[config.mk]
export PLATFORM = sky130hd
export DESIGN_NAME = uart_tx_fifo
export DESIGN_NICKNAME = d
export VERILOG_FILES = /design/src/rtl/uart_tx_fifo.sv
export SDC_FILE = /design/constraint.sdc
export NUM_CORES = 1
export LEC_CHECK = 0
export CAP_MARGIN = 20
export CORE_MARGIN = 4
export CORE_UTILIZATION = 62
export CTS_CLUSTER_SIZE = 12
export DETAILED_ROUTE_END_ITERATION = 6
export GPL_TIMING_DRIVEN = 0
export PLACE_DENSITY = 0.8
export SLEW_MARGIN = 10
export SYNTH_ARGS = -nofsm -noshare
export SYNTH_HDL_FRONTEND = slang
export SYNTH_SLANG_ARGS = --single-unit
export TNS_END_PERCENT = 1
[constraint.sdc]
create_clock -name clk_s -period 7.9 [get_ports clk_s]
set_input_delay 2.37 -clock clk_s [delete_from_list [all_inputs] [get_ports clk_s]]
set_output_delay 2.37 -clock clk_s [all_outputs]
set_load 0.05 [all_outputs]
[src/rtl/uart_tx_fifo.sv]
// Buffered 8N1 UART transmitter: valid/ready byte FIFO feeding an LSB-first serialiser.
// Define UART_TX_PARITY_EN to insert a parity bit (even, or odd with ODD_PARITY=1).
module uart_tx_fifo #(
   parameter int unsigned CLK_HZ     = 50_000_000,
   parameter int unsigned BAUD       = 115_200,
   parameter int unsigned FIFO_DEPTH = 16,
   parameter int unsigned AW         = 4
`ifdef UART_TX_PARITY_EN
   ,
   parameter bit          ODD_PARITY = 1'b0
`endif
) (
   input  logic          clk_s,
   input  logic          rst_s,
   input  logic [7:0]    iDATA,
   input  logic          iVALID,
   output logic          oREADY,
   output logic          oTXDATA,
   output logic          oBUSY,
   output logic          oFINISH,
   output logic [AW:0]   oLEVEL
);

   localparam int unsigned CLKS_PER_BIT = CLK_HZ / BAUD;
   localparam int unsigned CW           = (CLKS_PER_BIT > 1) ? $clog2(CLKS_PER_BIT) : 1;
   localparam logic [CW-1:0] BAUD_LAST  = CW'(CLKS_PER_BIT - 1);
   localparam logic [AW:0]   FULL_LEVEL = (AW + 1)'(FIFO_DEPTH);

   typedef enum logic [2:0] {
      IDLE,
      START,
      DATA,
`ifdef UART_TX_PARITY_EN
      PARITY,
`endif
      STOP
   } txState_t;

   txState_t state, stateNext;

   logic [7:0]    fifoMem [FIFO_DEPTH];
   logic [AW-1:0] wrPtr, rdPtr;
   logic [AW:0]   count;
   logic          push, pop;
   logic          fifoNotEmpty;

   logic [CW-1:0] baudCnt;
   logic          baudLast;
   logic [2:0]    bitIdx;
   logic [7:0]    shiftReg;
   logic          txNext;
`ifdef UART_TX_PARITY_EN
   logic          parityBit;
`endif

   assign fifoNotEmpty = (count != '0);
   assign oREADY       = (count != FULL_LEVEL);
   assign oLEVEL       = count;
   assign push         = iVALID && oREADY;
   assign baudLast     = (baudCnt == BAUD_LAST);

   // State register
   always_ff @(posedge clk_s) begin
      if (rst_s) begin
         state <= IDLE;
      end else begin
         state <= stateNext;
      end
   end

   // Next-state logic
   always_comb begin
      stateNext = state;
      case (state)
         IDLE: begin
            if (fifoNotEmpty) stateNext = START;
         end
         START: begin
            if (baudLast) stateNext = DATA;
         end
         DATA: begin
            if (baudLast && (bitIdx == 3'd7)) begin
`ifdef UART_TX_PARITY_EN
               stateNext = PARITY;
`else
               stateNext = STOP;
`endif
            end
         end
`ifdef UART_TX_PARITY_EN
         PARITY: begin
            if (baudLast) stateNext = STOP;
         end
`endif
         STOP: begin
            if (baudLast) stateNext = fifoNotEmpty ? START : IDLE;
         end
         default: stateNext = IDLE;
      endcase
   end

   // Output logic; the line value is registered one cycle behind the state
   always_comb begin
      oBUSY   = (state != IDLE);
      oFINISH = (state == STOP) && baudLast;
      pop     = fifoNotEmpty && ((state == IDLE) || ((state == STOP) && baudLast));
      txNext  = 1'b1;
      case (state)
         IDLE:   txNext = 1'b1;
         START:  txNext = 1'b0;
         DATA:   txNext = shiftReg[0];
`ifdef UART_TX_PARITY_EN
         PARITY: txNext = parityBit;
`endif
         STOP:   txNext = 1'b1;
         default: txNext = 1'b1;
      endcase
   end

   always_ff @(posedge clk_s) begin
      if (push) fifoMem[wrPtr] <= iDATA;
   end

   always_ff @(posedge clk_s) begin
      if (rst_s) begin
         wrPtr    <= '0;
         rdPtr    <= '0;
         count    <= '0;
         baudCnt  <= '0;
         bitIdx   <= '0;
         shiftReg <= '0;
         oTXDATA  <= 1'b1;
`ifdef UART_TX_PARITY_EN
         parityBit <= 1'b0;
`endif
      end else begin
         oTXDATA <= txNext;

         if (push) wrPtr <= wrPtr + 1'b1;
         if (pop)  rdPtr <= rdPtr + 1'b1;
         case ({push, pop})
            2'b10:   count <= count + 1'b1;
            2'b01:   count <= count - 1'b1;
            default: count <= count;
         endcase

         // Pop only happens in IDLE or on the last STOP clock, so it never races a DATA shift
         if (pop) begin
            shiftReg <= fifoMem[rdPtr];
`ifdef UART_TX_PARITY_EN
            parityBit <= (^fifoMem[rdPtr]) ^ ODD_PARITY;
`endif
         end else if ((state == DATA) && baudLast) begin
            shiftReg <= {1'b0, shiftReg[7:1]};
         end

         if (state == START) begin
            bitIdx <= '0;
         end else if ((state == DATA) && baudLast) begin
            bitIdx <= bitIdx + 1'b1;
         end

         if ((state == IDLE) || baudLast) begin
            baudCnt <= '0;
         end else begin
            baudCnt <= baudCnt + 1'b1;
         end
      end
   end

endmodule

After elaboration in Yosys (flattened, before gate mapping)
Memory sizes are Yosys's and may differ from the RTL's. A register that Yosys moved wholly into a read port is not among the register bits. Index checks and enable logic that the tools add are counted.

Register bits after elaboration: 37. Memory bits (writable): 128. Output and inout bits: 9. Memories kept: 1. Word-level logic and storage cells: 56. Input port bits: 11.

Memories: fifoMem (depth 16, bits a word 8, rd ports 1, clocked after Yosys merged registers in 1, wr ports 1, line 41) `logic [7:0] fifoMem [FIFO_DEPTH];`.

Equality and inequality tests: 12. $add $sub $neg: 6. Mux-type cells: 14. Reduce and logical (&&, ||, !) cells: 15.

Operators by type and width (count): 2-to-1 mux 8 bit (2); 2-to-1 mux 3 bit (4); case mux 3 bit (4 select lines) (1); case mux 5 bit (2 select lines) (1); adder 9 x 1 -> 9 bit (second input constant) (1); == test 9 bit (second input constant) (1); adder 4 x 1 -> 4 bit (second input constant) (2); 2-to-1 mux 4 bit (2); != test 2 bit (second input constant) (4); == test 3 x 2 -> 1 bit (second input constant) (2); adder 5 x 1 -> 5 bit (second input constant) (1); logical AND 1 bit (5); != test 5 bit (second input constant) (1); nonzero test 5 bit (1); subtractor 5 x 1 -> 5 bit (second input constant) (1); AND reduction 4 bit (1); nonzero test 2 bit (2); OR reduction 2 bit (2); adder 3 x 1 -> 3 bit (second input constant) (1); == test 3 x 1 -> 1 bit (second input constant) (1); == test 3 bit (second input constant) (1); logical NOT 3 bit (1); 2-to-1 mux 1 bit (3); nonzero test 3 bit (1); other kinds (4) (5).

Depth between registers and ports, before layout
Gate-level depths: netlist (run 1).

Depth after elaboration: 6. Mapped depth: 15. Gate-level depth less buffers: 13.

Least setup slack after synthesis (run 1)
No wires, ideal clock.

Kind: in2reg. Start point: input iVALID. End point: register count[4] (netlist: oLEVEL[4]). Setup slack: 3.422 ns. Stages: 11. Required time: 7.772 ns. Buffers on the path: 1. Arrival: 4.350 ns. Library setup time: 0.128 ns. Cell sequence: a21boi_2 > inv_1 > ha_1 > clkbuf_1 > xor2_1 > ha_1 > or3b_2 > a21oi_1 > o21ai_0 > xor2_1 > nor2_1.

Word-level cells in the longest chain between the ends: 3. Elaborated cells between the ends (all ways): 5. Those cells by class: eq/ne: 2; mux: 1; reduce/logical: 2.

RTL lines: start, declared (line 16) `input logic iVALID,`; logical AND 1 bit (*) (line 59) `assign push = iVALID && oREADY;`; == test 2 x 1 -> 1 bit / == test 2 bit (equally long branches) (line 141) `case ({push, pop})`; case mux 5 bit (2 select lines) / nonzero test 2 bit (equally long branches); end signal, assigned (line 142) `2'b10: count <= count + 1'b1;`; end signal, assigned (line 143) `2'b01: count <= count - 1'b1;`; end signal, assigned (line 144) `default: count <= count;`; end, declared (line 43) `logic [AW:0] count;`.

Mark *: on every way between the ends. The rest lies on a longest branch, timed or not. A chain may end at the register's enable or synchronous reset.

Worst setup path after layout (run 1)
Start point: register baudCnt[0]. End point: output oFINISH.

Word-level cells in the longest chain between the ends: 2.

RTL lines: start, declared (line 47) `logic [CW-1:0] baudCnt;`; start signal, assigned (line 166) `baudCnt <= baudCnt + 1'b1;`; == test 9 bit (line 60) `assign baudLast = (baudCnt == BAUD_LAST);`; logical AND 1 bit (line 105) `oFINISH = (state == STOP) && baudLast;`; end, declared (line 20) `output logic oFINISH,`.

No other way between the ends.

==> flow_metrics.env, run 1 <==
export IMPL_outcome="completed"
export IMPL_hold_viol_final=0
export IMPL_yosysMostFrequentCell="edfxtp_1"
export IMPL_coreArea_um2=10790
export IMPL_vias=3756
export IMPL_drv_cap=0
export IMPL_syn_avg_cell_area_um2=16.31
export IMPL_synth_seq_cells=168
export IMPL_setup_viol=0
export IMPL_worst_slack_ps=3205
export IMPL_worstSetupStartpointType="flip-flop"
export IMPL_path_buf_inv=1
export IMPL_async_reset_ff_share_pct=0
export IMPL_synth_nets=445
export IMPL_ys_flop_type="edfxtp_1"
export IMPL_grt_max_degree=17
export IMPL_path_cells="ha_1 > and4_1 > and3_1 > clkdlybuf4s50_1"
export IMPL_fin_crit_sh_pct=59.43
export IMPL_nFillCells=644
export IMPL_setup_tns_ps=0
export IMPL_yosys_warnings=0
export IMPL_portBuffers=19
export IMPL_power_density_nw_per_um2=304.2
export IMPL_synth_distinct_cells=49
export IMPL_fin_util_pct=72.07
export IMPL_hold_ws_ps=475.7
export IMPL_via_per_inst=6.137
export IMPL_fmax_mhz=213.0
export IMPL_crit_family="buffers and inverters"
export IMPL_wl_met1_mm=5.229
export IMPL_io_pins=20
export IMPL_row_count=38
export IMPL_finalMaxSlewViolations=0
export IMPL_met3_length_um=796
export IMPL_ir_drop_v=0.0002250
export IMPL_grt_ovfl_total=0
export IMPL_hold_buffers=0
export IMPL_antenna_found_initial=0
export IMPL_clock_root_buffer="clkbuf_8"
export IMPL_dieWidth_um=112.9
export IMPL_clk_pin_slew_ps=60
export IMPL_first_iter_violations=404
export IMPL_initial_core_util_pct=63.18
export IMPL_post_cts_resized=0
export IMPL_clock_path_buffers=2
export IMPL_leakagePower_nw=2.599
export IMPL_rr_startpoint="oLEVEL[2]"
export IMPL_post_cts_repair_setup_buffers=0
export IMPL_critical_path_required_ps=5530
export IMPL_yosys_top_cells_area="edfxtp_1, dfxtp_1, mux4_2"
export IMPL_worstSetupPathType="flip-flop to output port"
export IMPL_gp_congestion=0.8602
export IMPL_cp_data_arrival_time_ps=2330
export IMPL_relSlewSlack_pct=30.03
export IMPL_ys_seq_area_share_pct=68.11
export IMPL_drtAntennaViolNets=0
export IMPL_wire_per_inst_um=21.48
export IMPL_grt_usage_pct=22.67
export IMPL_period_needed_ps=4695
export IMPL_drc_errors=0
export IMPL_synth_area_um2=6819
export IMPL_hold_class="flip-flop to flip-flop"
export IMPL_cts_tree="built"
export IMPL_crit_path_start="baudCnt[0]"
export IMPL_cts_htree_levels=4
export IMPL_routed_wl_mm=13.14
export IMPL_drive_gt1_share_pct=19.07
export IMPL_syn2layout_area_growth_pct=14.07
export IMPL_nets=486
export IMPL_yosysTopAreaCell="edfxtp_1"
export IMPL_synth_common_cells="edfxtp_1, nor2_1, dfxtp_1"
export IMPL_seqCellArea_um2=4644
export IMPL_crit_slowest_cell="clkdlybuf4s50_1"
export IMPL_path_max_fanout=5
export IMPL_cp_end_kind="output port"
export IMPL_final_area_um2=7779
export IMPL_highest_layer="met4"
export IMPL_syn_inst=418
export IMPL_diodes=0
export IMPL_grt_first_pass_wirelength_mm=21.15
export IMPL_first_pass_iters=5
export IMPL_fp_dieH_um=112.9
export IMPL_dpl_instance_area_um2=7212
export IMPL_cts_buffers=17
export IMPL_clock_latency_ps=540
export IMPL_synth_edf_count=128
export IMPL_place_ws_ps=2682
export IMPL_multiInputGateArea_um2=2056
export IMPL_clock_sinks=168
export IMPL_routed_wl_met2_mm=6.704
export IMPL_grt_pass1_vias=3781
export IMPL_dieArea_um2=12740
export IMPL_grt_setup_unrepaired="no"
export IMPL_yosysTopAreaCellShare_pct=56.37
export IMPL_min_delay_start="baudCnt[0]"
export IMPL_slowest_delay_ps=790
export IMPL_skew_ps=7.549
export IMPL_tightest_slew_ps=1046
export IMPL_dp_hpwl_mm=8.718
[area by class of cell]
type                            count  area share, %
Clock buffer                       19          5.421
Multi-Input combinational cell    220          26.43
Tap cell                          140          2.252
Sequential cell                   168          59.71
Buffer                             21          1.222
Inverter                            9         0.4343
Timing Repair Buffer               22          2.670
Clock inverter                     13          1.866
[flip-flops by register name, summed over array words and instances (netlist names), named ones only]
name and cells:
baudCnt 9, oLEVEL 5, state 2, bitIdx 3
fifoMem 128, oTXDATA 1, rdPtr 4, shiftReg 8
wrPtr 4
[kinds of logic (layout without fill, tap and decap cells)]
logic type,after synthesis,in the layout,share of synthesized area (%)
buf+inv,30,84,1.890
mux,47,47,12.94
fa+ha+maj,16,16,2.936
compound gates,50,50,5.193
simple gates,92,92,7.009
xor+xnor,15,15,1.927
flops,168,168,68.11
[stage by stage]
| stage | total power [mW] | cells |
|---|---|---|
| 3_3_place_gp | 1.568 | 577 |
| 3_5_place_dp | 1.593 | 580 |
| 6_report | 2.366 | 612 |
| 4_1_cts | 2.382 | 612 |
| 2_1_floorplan | 1.452 | 418 |
| 5_1_grt | 2.477 | 612 |
[report_power, final]
group	internal, mW	switching, mW
Combinational	0.233	0.300
Clock	0.454	0.337
Sequential	1.01	0.0353
Total	1.69	0.673
[cells in the final DEF (no fill, tap or decap), types with 11 or more instances in the layout]
| cell | instances |
|---|---|
| nor2_1 | 41 |
| ha_1 | 16 |
| edfxtp_1 | 128 |
| a22oi_1 | 14 |
| clkbuf_16 | 16 |
| clkbuf_1 | 11 |
| mux4_2 | 32 |
| a21oi_1 | 12 |
| clkdlybuf4s50_1 | 19 |
| dfxtp_1 | 40 |
[worst paths after layout]
| path | to | slack (ps) | cells after the start |
|---|---|---|---|
| worst max-delay path | oFINISH | 3200 | 4 |
| worst min-delay path | baudCnt[0] | 480 | 1 |
| worst max register to register | oLEVEL[4] | 4460 | 15 |
| worst min register to register | baudCnt[0] | 480 | 1 |
[worst register-to-register path, delay by kind of cell (launching register included)]
| kind | cells | cell delay, ps |
|---|---|---|
| buffers and inverters | 4 | 780 |
| XOR/XNOR | 2 | 340 |
| adder cells (fa/ha/maj) | 2 | 430 |
| AND/OR/NAND/NOR | 5 | 1210 |
| flip-flops | 1 | 310 |
| AO/OA/AOI/OAI | 2 | 240 |
[routing by layer]
layer,global-route usage [%],vias to the layer above
met4,10.10,0
met1,29.19,1889
met2,37.09,133
met3,5.401,25
li1,-,1709
met5,0,-
Note: power is estimated with default switching activity, not from simulation.
==> run 2: changes to the inputs <==
CORE_UTILIZATION = 61   (was 62)
PLACE_DENSITY = 0.79   (was 0.8)
clock period = 4.7 ns   (was 7.9 ns; I/O delays follow)
==> run 2 against run 1 <==
  * Non-clock buffer count is 1 lower
  * Sequential power is 68% higher
  * Design area hardly changed
  * Wire length is 2.9% lower
  * Critical path depth is 8 higher
  * First-iteration DRC count is 8.9% lower
  * Clock skew hardly changed
  * Worst setup slack worse by 2300 ps
  * Sequential cell count stayed put
  * Utilization is 0.68 points lower
  * Clock-buffer cell count is 1 lower
  * Die area is 1.5% higher
  * Critical path type is now primary input to flip-flop
==> flow_metrics.env, run 2 (synthesis results as in run 1) <==
export IMPL_grt_max_degree=17
export IMPL_skew_ps=7.855
export IMPL_tightest_slew_ps=943.7
export IMPL_power_frac_seq_pct=44.1
export IMPL_cp_end_kind="flip-flop"
export IMPL_clock_sinks=168
export IMPL_fin_crit_sh_pct=80.39
export IMPL_min_delay_start="baudCnt[0]"
export IMPL_slowest_delay_ps=450
export IMPL_nets=485
export IMPL_hold_viol_final=0
export IMPL_vias=3718
export IMPL_largest_register="fifoMem"
export IMPL_first_iter_violations=368
export IMPL_ir_drop_v=0.0004620
export IMPL_initial_core_util_pct=62.63
export IMPL_portBuffers=19
export IMPL_fin_util_pct=71.40
export IMPL_drv_cap=0
export IMPL_cp_data_arrival_time_ps=4180
export IMPL_grt_setup_unrepaired="no"
export IMPL_dieArea_um2=12930
export IMPL_via_per_inst=6.095
export IMPL_first_pass_iters=5
export IMPL_outcome="completed"
export IMPL_post_cts_repair_setup_buffers=0
export IMPL_p_sw_mw=1.119
export IMPL_io_pins=20
export IMPL_leakagePower_nw=2.589
export IMPL_p_int_mw=2.843
export IMPL_drtAntennaViolNets=0
export IMPL_worstSetupStartpointType="primary input"
export IMPL_grt_pass1_vias=3681
export IMPL_fmax_mhz=264.7
export IMPL_dp_hpwl_mm=8.597
export IMPL_multiInputGateArea_um2=2056
export IMPL_layout_commonest_cell="edfxtp_1"
export IMPL_row_count=38
export IMPL_wire_per_inst_um=20.93
export IMPL_critical_path_required_ps=5100
export IMPL_routed_wl_mm=12.77
export IMPL_dieWidth_um=113.7
export IMPL_worstHoldEndpoint="baudCnt[0]"
export IMPL_drive_gt1_share_pct=19.15
export IMPL_clk_pin_slew_ps=60
export IMPL_cts_buffers=17
export IMPL_coreArea_um2=10890
export IMPL_finalMaxSlewViolations=0
export IMPL_antenna_found_initial=0
export IMPL_syn2layout_area_growth_pct=14.00
export IMPL_setup_viol=0
export IMPL_diodes=0
export IMPL_power_density_nw_per_um2=509.8
export IMPL_grt_ovfl_total=0
export IMPL_comb_power_share_pct=22.5
export IMPL_period_needed_ps=3778
export IMPL_hold_buffers=0
export IMPL_largest_reg_flops=128
export IMPL_drc_errors=0
export IMPL_power_share_clock_pct=33.3
export IMPL_seqCellArea_um2=4644
export IMPL_cts_htree_levels=4
export IMPL_clock_path_buffers=2
export IMPL_grt_first_pass_wirelength_mm=20.49
export IMPL_rr_startpoint="baudCnt[0]"
export IMPL_cts_tree="built"
export IMPL_setup_tns_ps=0
export IMPL_biggestRegsByFlops="fifoMem x128, baudCnt x9, shiftReg x8"
export IMPL_r2r_end="oLEVEL[4]"
export IMPL_clock_latency_ps=530
export IMPL_hold_class="flip-flop to flip-flop"
export IMPL_rrSetupSlack_ps=1320
export IMPL_path_max_fanout=9
export IMPL_post_cts_resized=0
export IMPL_gp_congestion=0.7864
export IMPL_clock_root_buffer="clkbuf_8"
export IMPL_crit_slowest_cell="clkdlybuf4s50_1"
export IMPL_nFillCells=714
export IMPL_fp_dieH_um=113.7
export IMPL_relSlewSlack_pct=36.86
export IMPL_switching_share_pct=28.25
export IMPL_hold_path_depth=1
export IMPL_worstSetupPathType="primary input to flip-flop"
export IMPL_r2r_cells=14
export IMPL_path_cells="clkdlybuf4s50_1 > a21boi_2 > inv_1 > ha_1 > clkbuf_1 > xor2_1 > ha_1 > or3b_2 > a21oi_1 > o21ai_0 > xor2_1 > nor2_1"
export IMPL_grt_usage_pct=21.76
export IMPL_mostFrequentLayoutCells="edfxtp_1, nor2_1, dfxtp_1, mux4_2, clkdlybuf4s50_1"
-- run 2: final cells by class --
cell class / count / area share (%)
Sequential cell: 168 / 59.75
Multi-Input combinational cell: 220 / 26.44
Clock buffer: 18 / 5.376
Timing Repair Buffer: 21 / 2.640
Tap cell: 140 / 2.253
Clock inverter: 13 / 1.883
Buffer: 21 / 1.223
Inverter: 9 / 0.4346
-- run 2: worst max-delay path by stage --
stage | startpoint | end | slack (ps)
3_5_place_dp | iVALID | oLEVEL[4] | 420
4_1_cts | baudCnt[0] | oFINISH | 920
3_3_place_gp | iVALID | oLEVEL[4] | 450
5_1_grt | iVALID | oLEVEL[4] | 690
6_report | iVALID | oLEVEL[4] | 920
2_1_floorplan | iVALID | oLEVEL[4] | 1180
-- run 2: power groups by stage --
stage | logic, mW | clock network (mW) | registers (mW)
2_1_floorplan | 0.629 | 0 | 1.81
3_3_place_gp | 0.878 | 0 | 1.77
3_5_place_dp | 0.901 | 0 | 1.78
4_1_cts | 0.904 | 1.34 | 1.75
5_1_grt | 0.987 | 1.41 | 1.76
6_report | 0.893 | 1.32 | 1.75
-- run 2: layer usage --
layer  up-vias  wire length [um]  part of all wire (%)  GRT usage, %
met3        24               756                   5.9         5.676
met4         0               288                   2.3         7.532
met1      1860              5485                    43         30.06
met2       128              6236                    49         34.12
li1       1706                 -                     -             -
met5         -                 0                     0             0
-- run 2: through the flow --
| step | cell area, um^2 | setup WS, ps | cells | total power, mW | hold slack (ps) |
|---|---|---|---|---|---|
| CTS | 7774 | 917.3 | 610 | 3.990 | 467.2 |
| global placement | 7184 | 452.4 | 577 | 2.651 | 447.8 |
| finish | 7774 | 921.8 | 610 | 3.963 | 463.3 |
| detailed placement | 7209 | 416.4 | 579 | 2.682 | 453.0 |
| floorplan | 6819 | 1182 | 418 | 2.440 | 429.5 |
| global route | 7774 | 688.5 | 610 | 4.154 | 505.9 |
-- run 2: worst max-delay path, delay by kind of cell --
family	cells	cell delay, ps
fa+ha+maj	2	470
buf+inv	3	780
xor+xnor	2	340
compound gates	3	670
simple gates	2	500
